File: src/rtl/scroll_sprite_renderer_pkg.sv
// Shared encodings and constants for the scrolling background and sprite renderer.
package scroll_sprite_renderer_pkg;

   typedef enum logic [2:0] {
      S_IDLE,
      S_BG,
      S_SPR,
      S_WAIT,
      S_UPDATE
   } state_t;

   typedef enum logic [1:0] {
      J_GROUND,
      J_RISE,
      J_FALL
   } jump_t;

   localparam int unsigned TRANSP_DEFAULT = 0;
   localparam int unsigned COLOUR_BLANK   = 0;

   // Width helper that never yields a zero-width vector.
   function automatic int unsigned safe_clog2(input int unsigned v);
      return (v > 1) ? $clog2(v) : 1;
   endfunction

endpackage

File: src/rtl/raster_counter.sv
// Column-major-inner raster scan counter; advances one position per enabled cycle and wraps.
module raster_counter
   import scroll_sprite_renderer_pkg::*;
#(
   parameter int unsigned W = 8,
   parameter int unsigned H = 8,
   localparam int unsigned CW = safe_clog2(W),
   localparam int unsigned RW = safe_clog2(H)
) (
   input  logic          clk,
   input  logic          resetn,
   input  logic          enable,
   input  logic          clear,
   output logic [CW-1:0] col,
   output logic [RW-1:0] row,
   output logic          last
);

   always_ff @(posedge clk or negedge resetn) begin
      if (!resetn) begin
         col <= '0;
         row <= '0;
      end else if (clear) begin
         col <= '0;
         row <= '0;
      end else if (enable) begin
         if (col == CW'(W - 1)) begin
            col <= '0;
            row <= (row == RW'(H - 1)) ? '0 : row + 1'b1;
         end else begin
            col <= col + 1'b1;
         end
      end
   end

   assign last = (col == CW'(W - 1)) && (row == RW'(H - 1));

endmodule

File: src/rtl/scroll_sprite_renderer.sv
// Draws a horizontally scrolling background window and a jumping sprite, one pixel per cycle,
// then waits for a frame tick to advance scroll and jump height.
module scroll_sprite_renderer
   import scroll_sprite_renderer_pkg::*;
#(
   parameter int unsigned SCR_W       = 160,
   parameter int unsigned SCR_H       = 120,
   parameter int unsigned BG_W        = 2000,
   parameter int unsigned SPR_W       = 15,
   parameter int unsigned SPR_H       = 16,
   parameter int unsigned SPR_X       = 20,
   parameter int unsigned GROUND_Y    = 24,
   parameter int unsigned JUMP_H      = 20,
   parameter int unsigned SCROLL_STEP = 1,
   parameter int unsigned COL_W       = 3,
   parameter int unsigned TRANSP      = TRANSP_DEFAULT,
   localparam int unsigned BGA_W = safe_clog2(BG_W * SCR_H),
   localparam int unsigned SPA_W = safe_clog2(SPR_W * SPR_H),
   localparam int unsigned X_W   = safe_clog2(SCR_W),
   localparam int unsigned Y_W   = safe_clog2(SCR_H)
) (
   input  logic             clk,
   input  logic             resetn,
   input  logic             start,
   input  logic             tick,
   input  logic             jump,
   output logic [BGA_W-1:0] bg_addr,
   input  logic [COL_W-1:0] bg_data,
   output logic [SPA_W-1:0] spr_addr,
   input  logic [COL_W-1:0] spr_data,
   output logic [X_W-1:0]   x,
   output logic [Y_W-1:0]   y,
   output logic [COL_W-1:0] colour,
   output logic             plot,
   output logic             busy,
   output logic             frame_done
);

   localparam int unsigned SC_W  = safe_clog2(BG_W);
   localparam int unsigned SS_W  = safe_clog2(2 * BG_W);
   localparam int unsigned CS_W  = safe_clog2(BG_W + SCR_W);
   localparam int unsigned H_W   = safe_clog2(JUMP_H + 1);
   localparam int unsigned SCW_W = safe_clog2(SPR_W);
   localparam int unsigned SRW_W = safe_clog2(SPR_H);

   if (SPR_X + SPR_W > SCR_W) begin : g_bad_spr_x
      $error("sprite extends past right screen edge");
   end
   if (GROUND_Y + SPR_H > SCR_H) begin : g_bad_spr_y
      $error("grounded sprite extends past bottom screen edge");
   end
   if (JUMP_H > GROUND_Y) begin : g_bad_jump
      $error("jump height exceeds ground row");
   end
   if (SCROLL_STEP >= BG_W) begin : g_bad_step
      $error("scroll step must be smaller than background width");
   end

   state_t state, state_nxt;
   jump_t  jstate;

   logic [SC_W-1:0]  scroll;
   logic [SS_W-1:0]  scroll_sum;
   logic [SC_W-1:0]  scroll_nxt;
   logic [H_W-1:0]   height;
   logic             tick_pend;
   logic             jump_req;
   logic [CS_W-1:0]  col_sum;

   logic [X_W-1:0]   bg_col;
   logic [Y_W-1:0]   bg_row;
   logic             bg_last;
   logic [SCW_W-1:0] spr_col;
   logic [SRW_W-1:0] spr_row;
   logic             spr_last;

   logic             bg_v;
   logic             spr_v;

   raster_counter #(.W(SCR_W), .H(SCR_H)) u_bg_scan (
      .clk    (clk),
      .resetn (resetn),
      .enable (state == S_BG),
      .clear  (state == S_IDLE),
      .col    (bg_col),
      .row    (bg_row),
      .last   (bg_last)
   );

   raster_counter #(.W(SPR_W), .H(SPR_H)) u_spr_scan (
      .clk    (clk),
      .resetn (resetn),
      .enable (state == S_SPR),
      .clear  (state == S_IDLE),
      .col    (spr_col),
      .row    (spr_row),
      .last   (spr_last)
   );

   always_ff @(posedge clk or negedge resetn) begin
      if (!resetn) state <= S_IDLE;
      else         state <= state_nxt;
   end

   always_comb begin
      state_nxt = state;
      case (state)
         S_IDLE:   if (start)     state_nxt = S_BG;
         S_BG:     if (bg_last)   state_nxt = S_SPR;
         S_SPR:    if (spr_last)  state_nxt = S_WAIT;
         S_WAIT:   if (tick_pend) state_nxt = S_UPDATE;
         S_UPDATE: state_nxt = S_BG;
         default:  state_nxt = S_IDLE;
      endcase
   end

   always_comb begin
      busy     = (state == S_BG) || (state == S_SPR) || (state == S_UPDATE);
      bg_addr  = '0;
      spr_addr = '0;
      // scroll < BG_W and col < SCR_W, so one subtract completes the modulo.
      col_sum  = CS_W'(bg_col) + CS_W'(scroll);
      if (col_sum >= CS_W'(BG_W)) col_sum = col_sum - CS_W'(BG_W);
      if (state == S_BG)
         bg_addr = BGA_W'(bg_row) * BGA_W'(BG_W) + BGA_W'(col_sum);
      if (state == S_SPR)
         spr_addr = SPA_W'(spr_row) * SPA_W'(SPR_W) + SPA_W'(spr_col);
      colour = COL_W'(COLOUR_BLANK);
      if (bg_v)       colour = bg_data;
      else if (spr_v) colour = spr_data;
      plot = bg_v || (spr_v && (spr_data != COL_W'(TRANSP)));
   end

   // Coordinates trail the address by one cycle to line up with ROM data.
   always_ff @(posedge clk or negedge resetn) begin
      if (!resetn) begin
         bg_v       <= 1'b0;
         spr_v      <= 1'b0;
         x          <= '0;
         y          <= '0;
         frame_done <= 1'b0;
      end else begin
         bg_v       <= (state == S_BG);
         spr_v      <= (state == S_SPR);
         frame_done <= (state == S_SPR) && spr_last;
         if (state == S_BG) begin
            x <= bg_col;
            y <= bg_row;
         end else if (state == S_SPR) begin
            x <= X_W'(SPR_X) + X_W'(spr_col);
            y <= Y_W'(GROUND_Y) - Y_W'(height) + Y_W'(spr_row);
         end else begin
            x <= '0;
            y <= '0;
         end
      end
   end

   always_comb begin
      scroll_sum = SS_W'(scroll) + SS_W'(SCROLL_STEP);
      if (scroll_sum >= SS_W'(BG_W)) scroll_sum = scroll_sum - SS_W'(BG_W);
      scroll_nxt = SC_W'(scroll_sum);
   end

   always_ff @(posedge clk or negedge resetn) begin
      if (!resetn) begin
         scroll    <= '0;
         height    <= '0;
         jstate    <= J_GROUND;
         tick_pend <= 1'b0;
         jump_req  <= 1'b0;
      end else begin
         if (state == S_IDLE)                  tick_pend <= 1'b0;
         else if (state == S_WAIT && tick_pend) tick_pend <= tick;
         else if (tick)                         tick_pend <= 1'b1;

         if (state == S_UPDATE)                   jump_req <= 1'b0;
         else if (jump && (jstate == J_GROUND))   jump_req <= 1'b1;

         if (state == S_UPDATE) begin
            scroll <= scroll_nxt;
            case (jstate)
               J_GROUND: begin
                  if (jump_req && (JUMP_H != 0)) begin
                     height <= H_W'(1);
                     jstate <= (JUMP_H == 1) ? J_FALL : J_RISE;
                  end
               end
               J_RISE: begin
                  height <= height + 1'b1;
                  if (height == H_W'(JUMP_H - 1)) jstate <= J_FALL;
               end
               J_FALL: begin
                  height <= height - 1'b1;
                  if (height == H_W'(1)) jstate <= J_GROUND;
               end
               default: jstate <= J_GROUND;
            endcase
         end
      end
   end

endmodule

File: config.mk
export PLATFORM = sky130hd
export DESIGN_NAME = scroll_sprite_renderer
export DESIGN_NICKNAME = d
export VERILOG_FILES = /design/src/rtl/scroll_sprite_renderer_pkg.sv /design/src/rtl/raster_counter.sv /design/src/rtl/scroll_sprite_renderer.sv
export SDC_FILE = /design/constraint.sdc
export NUM_CORES = 1
export LEC_CHECK = 0
export BUFFER_PORTS_ARGS = -buffer_cell sky130_fd_sc_hd__buf_2
export CORE_AREA = 2 2 178 93
export CTS_BUF_LIST = sky130_fd_sc_hd__clkbuf_4 sky130_fd_sc_hd__clkbuf_8 sky130_fd_sc_hd__clkbuf_16
export DETAILED_ROUTE_END_ITERATION = 10
export DIE_AREA = 0 0 180 95
export GPL_TIMING_DRIVEN = 0
export PLACE_DENSITY = 0.71
export REMOVE_ABC_BUFFERS = 1
export SETUP_SLACK_MARGIN = 0.02
export SLEW_MARGIN = 20
export SYNTH_ARGS = -nofsm -noshare
export SYNTH_HDL_FRONTEND = slang
export SYNTH_HIERARCHICAL = 1
export SYNTH_SLANG_ARGS = --single-unit
export TNS_END_PERCENT = 1
File: constraint.sdc
create_clock -name clk -period 5.1 [get_ports clk]
set_clock_uncertainty 0.05 [all_clocks]
set_input_delay 0.765 -clock clk [delete_from_list [all_inputs] [get_ports clk]]
set_output_delay 0.765 -clock clk [all_outputs]
set_load 0.01 [all_outputs]
======== Yosys cells after proc, flatten, opt, wreduce, memory -nomap -nowiden ========
Index checks and enable logic that the tools add are counted.
cells by class
  add/sub/neg operators ................... 15
  multipliers ............................. 2
  div/mod/pow operators ................... 0
  magnitude comparators ................... 2
  equal/unequal tests ..................... 19
  shift operators ......................... 0
  mux-type cells .......................... 40
  bitwise logic cells ..................... 0
  reductions and logical operators ........ 24
operators by type and width
  operator                                                              number
  two-way mux 7 bit                                                     6
  two-way mux 8 bit                                                     5
  two-way mux 4 bit                                                     7
  greater-or-equal comparator 12 x 11 -> 1 bit (second input constant)  2
  adder 18 x 12 -> 18 bit                                               1
  two-way mux 18 bit                                                    1
  two-way mux 3 bit                                                     6
  case mux 3 bit (5 select lines)                                       1
  case mux 5 bit (3 select lines)                                       1
  multiplier 7 x 7 -> 14 bit (second input constant)                    1
  inequality test 2 bit (second input constant)                         7
  adder 11 x 1 -> 12 bit (second input constant)                        1
  adder 8 x 11 -> 12 bit                                                1
  two-way mux 12 bit                                                    1
  subtractor 12 x 11 -> 12 bit (second input constant)                  1
  two-way mux 11 bit                                                    1
  subtractor 11 bit (second input constant)                             1
  nonzero test 2 bit                                                    5
  nonzero test 3 bit                                                    3
  adder 4 x 1 -> 4 bit (second input constant)                          2
  adder 8 x 1 -> 8 bit (second input constant)                          1
  adder 8 x 4 -> 8 bit                                                  1
  == test 4 bit (second input constant)                                 2
  == test 8 bit (second input constant)                                 1
  27 further kinds                                                      43
word-level totals
  bits in registers ....................... 64
  bits in latches ......................... 0
  memory bits (writable) .................. 0
  memory bits (read-only) ................. 0
  output and inout port bits .............. 47
  memories kept ........................... 0

======== Depth between registers and ports, before layout ========
  depth in word-level cells ............... 5
  gate-level depth with buffers ........... 23
  gate-level depth less buffers ........... 23

======== Cells and area by module ========
Netlist, hierarchy kept.
modules (own cells, without submodules)
  module                       times used  cells each  area an instance (sq um)  sequential area each (sq um)
  scroll_sprite_renderer       1           644         5522.8                    1026.0
  raster_counter (u_bg_scan)   1           88          857.1                     375.4
  raster_counter (u_spr_scan)  1           49          461.7                     200.2

======== Worst setup path before layout ========
No wires, ideal clock.
  kind .................................... register to output
  start ................................... register scroll[0]
  end ..................................... output port bg_addr[16]
  data arrival time ....................... 4.631 ns
  required time ........................... 4.285 ns
  path slack .............................. -0.346 ns
  stages on the path, launching flop included .. 23
  path buffers ............................ 0
  cells stage by stage .................... dfrtp_1 -> ha_1 -> inv_1 -> fa_1 -> nor2b_1 -> o21ai_0 -> a21oi_1 -> ha_1 -> nand2_1 -> o31ai_1 -> o21ai_1 -> a211oi_1 -> nand3_1 -> o21ai_2 -> mux2_1 -> fa_1 -> a21o_1 -> a21oi_1 -> nor2b_1 -> o21ai_0 -> a21oi_1 -> a21o_1 -> a21oi_1
on the way
  word-level cells in the longest chain between the ends .. 5
  elaborated cells on any way between the ends .. 6
  those cells by class .................... add/sub: 3; order compare: 1; mux: 2
ends and longest elaborated chain
  what                                                                                                 line                           RTL
  start, declared                                                                                      scroll_sprite_renderer.sv:62   logic [SC_W-1:0] scroll;
  start signal, assigned                                                                               scroll_sprite_renderer.sv:181  scroll <= scroll_nxt;
  adder 8 x 11 -> 12 bit *                                                                             scroll_sprite_renderer.sv:122  col_sum = CS_W'(bg_col) + CS_W'(scroll);
  subtractor 12 x 11 -> 12 bit / greater-or-equal comparator 12 x 11 -> 1 bit (equally long branches)  scroll_sprite_renderer.sv:123  if (col_sum >= CS_W'(BG_W)) col_sum = col_sum - CS_W'(BG_W);
  two-way mux 12 bit *                                                                                 scroll_sprite_renderer.sv:123
  adder 18 x 12 -> 18 bit *                                                                            scroll_sprite_renderer.sv:125  bg_addr = BGA_W'(bg_row) * BGA_W'(BG_W) + BGA_W'(col_sum);
  two-way mux 18 bit *                                                                                 scroll_sprite_renderer.sv:124  if (state == S_BG)
  end, declared                                                                                        scroll_sprite_renderer.sv:27   output logic [BGA_W-1:0] bg_addr,
Mark *: on every way between the ends. The rest lies on a longest branch, timed or not.

======== Worst setup path after layout ========
  start ................................... register scroll[0]
  end ..................................... output port bg_addr[10]
The elaborated chain is that of the path after synthesis.

==> impl_metrics.yaml <==
worst_setup_path:
  critPathCaptureType: "output pin"
  reg2reg_depth: 6
  crit_start: "scroll[0]"
  critPathArrivalTime_ns: 5.09
  rr_startpoint: "state[0]"
  crit_fanout: 3
  cp-start-kind: "flip-flop"
  crit_required_ns: 4.28
  crit_type: "flip-flop to output pin"
routing:
  ant_nets: 0
  viasPerCell: 5.45
  drt_first_pass_iters: 5
  wirelength_um: 16400
  vias: 5757
  drcViolationCount: 0
  wl_per_cell_um: 15.5
  drtIter0Drc: 506
power:
  switching_share_pct: 21.8
  pwr-share-comb_pct: 1.6
  ir_drop_mv: 0.125
  powerDensity_mw_per_mm2: 147
  p_int_mw: 0.911
  p_switching_mw: 0.255
  leakage_nw: 3.84
  p_clk_share_pct: 54.8
  power_frac_seq_pct: 43.6
synthesis:
  synth-compound-area-share_pct: 17.9
  async_flop_share_pct: 100
  syn_inst: 781
  yosysSeqAreaShare_pct: 23.4
  yosys.area_share.simple_pct: 19.6
  synth_adder_area_share_pct: 25.0
  synth_top_family_by_area: "adder cells"
  ys_types: 82
  synthesis.area_sq_mm: 0.00684
  yosys_warnings: 6
  muxShareOfSynthArea_pct: 1.54
  synth_top_flop_cell: "dfrtp_1"
  ys_seq_elements: 64
  synth_edf_count: 0
  syn_avg_cell_area_sq_um: 8.76
  synthXorXnorAreaFrac_pct: 6.27
finish:
  n_antenna_cell: 0
  syn_to_final_growth_pct: 15.6
  nets: 973
  final_common_cell: "ha_1"
  utilization_pct: 50.3
  drive_above_1_share_pct: 19.4
  mostFrequentLayoutCells: "ha_1, inv_1, nor2_1"
  fillers: 1457
sta:
  slew-limit-headroom_pct: 35.1
  max_freq_ghz: 0.169
  setup_slack_ns: -0.810
  fin_crit_ns: 5.91
  final_hold_viol_count: 0
  timing.final.max_slew_violations: 0
  tightest_slew_ns: 0.973
  rsz0062_at_grt: "yes"
  setup_viol: 12
  fin_crit_sh_pct: 116
worst_hold_path:
  hp-class: "primary input to async pin"
grt:
  grt_pass1_vias: 5374
  gr-total-overflow: 0
  grt_max_degree: 34
  antenna_found_initial: 0
  gr-usage-all-layers_pct: 20.0
  grt_pass1_wl_um: 27600
clock_tree:
  clk_pin_slew_ns: 0.06
  cts_root_buf: "clkbuf_16"
  cts_made_buffers: 9
  cts_sinks: 64
  cts_buffer_depth: 2
  htreeDepth: 3
  worstSkewPairLatency_ns: 0.33
  cts_tree: "done"
floorplanning:
  dieArea_sq_mm: 0.0171
  ioPinCount: 58
  core_area_sq_mm: 0.0157
  row_count: 33
  die_w_um: 180
  start_util_pct: 43.5
  dieHeight_um: 95
place:
  post-place-ws_ns: -1.45
  dp_hpwl_um: 12500
  port_buffers: 57
  place_congestion: 0.922
run_status:
  status: "finished with violations"
  failed_checks: "negative setup slack"
job:
  drv_cap: 0
[routing by layer]
layer	vias to the layer above	GRT usage [%]	share of wire [%]
met4	0	3.52	0.65
li1	2872	-	-
met5	-	0	0
met2	178	26.6	36
met1	2696	32.6	57
met3	11	3.70	6.2
[flip-flops by register name, indices dropped and copies added, names as in the netlist]
| signal | flops |
|---|---|
| frame_done | 1 |
| tick_pend | 1 |
| spr_v | 1 |
| u_bg_scan/col | 8 |
| jump_req | 1 |
| u_bg_scan/row | 7 |
| height | 5 |
| state | 3 |
| y | 7 |
| u_spr_scan/col | 4 |
| u_spr_scan/row | 4 |
| bg_v | 1 |
| jstate | 2 |
| scroll | 11 |
| x | 8 |
[final cells by class]
cell class	count	area, sq um	area share, %
multi-input combinational	614	4970	62.9
sequential	64	1620	20.5
timing repair buffer	78	462	5.84
inverter	75	282	3.56
tap	210	263	3.32
clock buffer	10	239	3.02
clock inverter	6	72.6	0.918
[final timing paths]
path,to,slack (ns)
max,bg_addr[10],-0.81
min,x[6],0.32
max reg2reg,u_bg_scan/row[6],1.82
min reg2reg,jump_req,0.45
max in group asynchronous,jstate[1],4.16
min in group clk,jump_req,0.45
[cell families after synthesis]
| logic type | after synthesis |
|---|---|
| AO/OA/AOI/OAI | 182 |
| XOR/XNOR | 49 |
| adder cells (fa/ha/maj) | 120 |
| buffers and inverters | 103 |
| flip-flops | 64 |
| multiplexers | 10 |
| AND/OR/NAND/NOR | 253 |
[Yosys cell counts, types with 3 or more instances]
master | instances | area, sq um
inv_1 | 75 | 282
nand3b_1 | 5 | 37.5
o22ai_1 | 7 | 43.8
a31oi_1 | 11 | 68.8
nor4_1 | 3 | 18.8
xor2_1 | 19 | 166
o31a_1 | 3 | 26.3
o211ai_1 | 4 | 30.0
nor3_1 | 14 | 70.1
a21oi_1 | 40 | 200
fa_1 | 28 | 561
dfrtp_1 | 64 | 1600
buf_2 | 7 | 35.0
o31ai_1 | 8 | 60.1
and3_1 | 12 | 75.1
xnor2_1 | 30 | 263
nor2b_1 | 14 | 87.6
nand2_1 | 54 | 203
buf_6 | 4 | 45.0
nand3_1 | 19 | 95.1
nor2_1 | 62 | 233
o21ai_0 | 44 | 220
mux2i_1 | 6 | 60.1
clkbuf_1 | 14 | 52.6
nand4_1 | 11 | 68.8
or3_1 | 6 | 37.5
nand2b_1 | 15 | 93.8
a211oi_1 | 6 | 45.0
a22o_1 | 6 | 52.6
ha_1 | 92 | 1150
mux2_2 | 3 | 33.8
o32ai_1 | 3 | 26.3
o21a_1 | 5 | 37.5
a21o_1 | 10 | 75.1
and2_1 | 13 | 81.3
o21ai_1 | 5 | 25.0
[metrics by stage]
step	instance area (sq um)	std cells	setup TNS (ns)	hold WS [ns]	total power [mW]
final	7910	1057	-7.60	0.316	1.17
after CTS	7850	1054	-6.58	0.331	1.18
after detailed placement	7290	1023	-14.15	0.443	0.537
after global routing	7910	1057	-10.00	0.341	1.20
after floorplan	6690	753	-1.75	0.407	0.519
after global placement	7240	1020	-13.84	0.423	0.535
[critical path, cell delays in order, from the launching register on]
cell and delay, ns:
dfrtp_2 0.40, ha_4 0.16, inv_2 0.04, fa_2 0.36
nor2b_2 0.17, o21ai_1 0.09, a21oi_2 0.23, ha_2 0.25
nand2_1 0.07, o31ai_2 0.21, o21ai_2 0.12, a211oi_2 0.32
nand3_1 0.16, o21ai_2 0.26, buf_4 0.15, xnor2_1 0.06
ha_2 0.20, fa_2 0.35, a21o_1 0.19, a21oi_2 0.15
nor2b_1 0.07, o21ai_2 0.18, nor2b_2 0.18, xor2_1 0.17
nor2_1 0.05, buf_2 0.16
[what timing repair did]
action / 4_1_cts / 5_1_grt
endpoints found under the setup margin: 14 / 14
buffers inserted: 15 / 3
gates resized for setup: 40 / 8
pin swaps: 13 / 6
hold buffers: 0 / 0
gates cloned: 0 / 0
[power by group through the flow]
stage                     Combinational (mW)  Sequential [mW]  Clock [mW]
final                                 0.0188            0.508       0.639
after global routing                  0.0220            0.507       0.672
after CTS                             0.0200            0.508       0.649
after detailed placement              0.0200            0.517           0
after global placement                0.0176            0.517           0
after floorplan                      0.00187            0.517           0
Note: power is estimated with default switching activity, not from simulation.
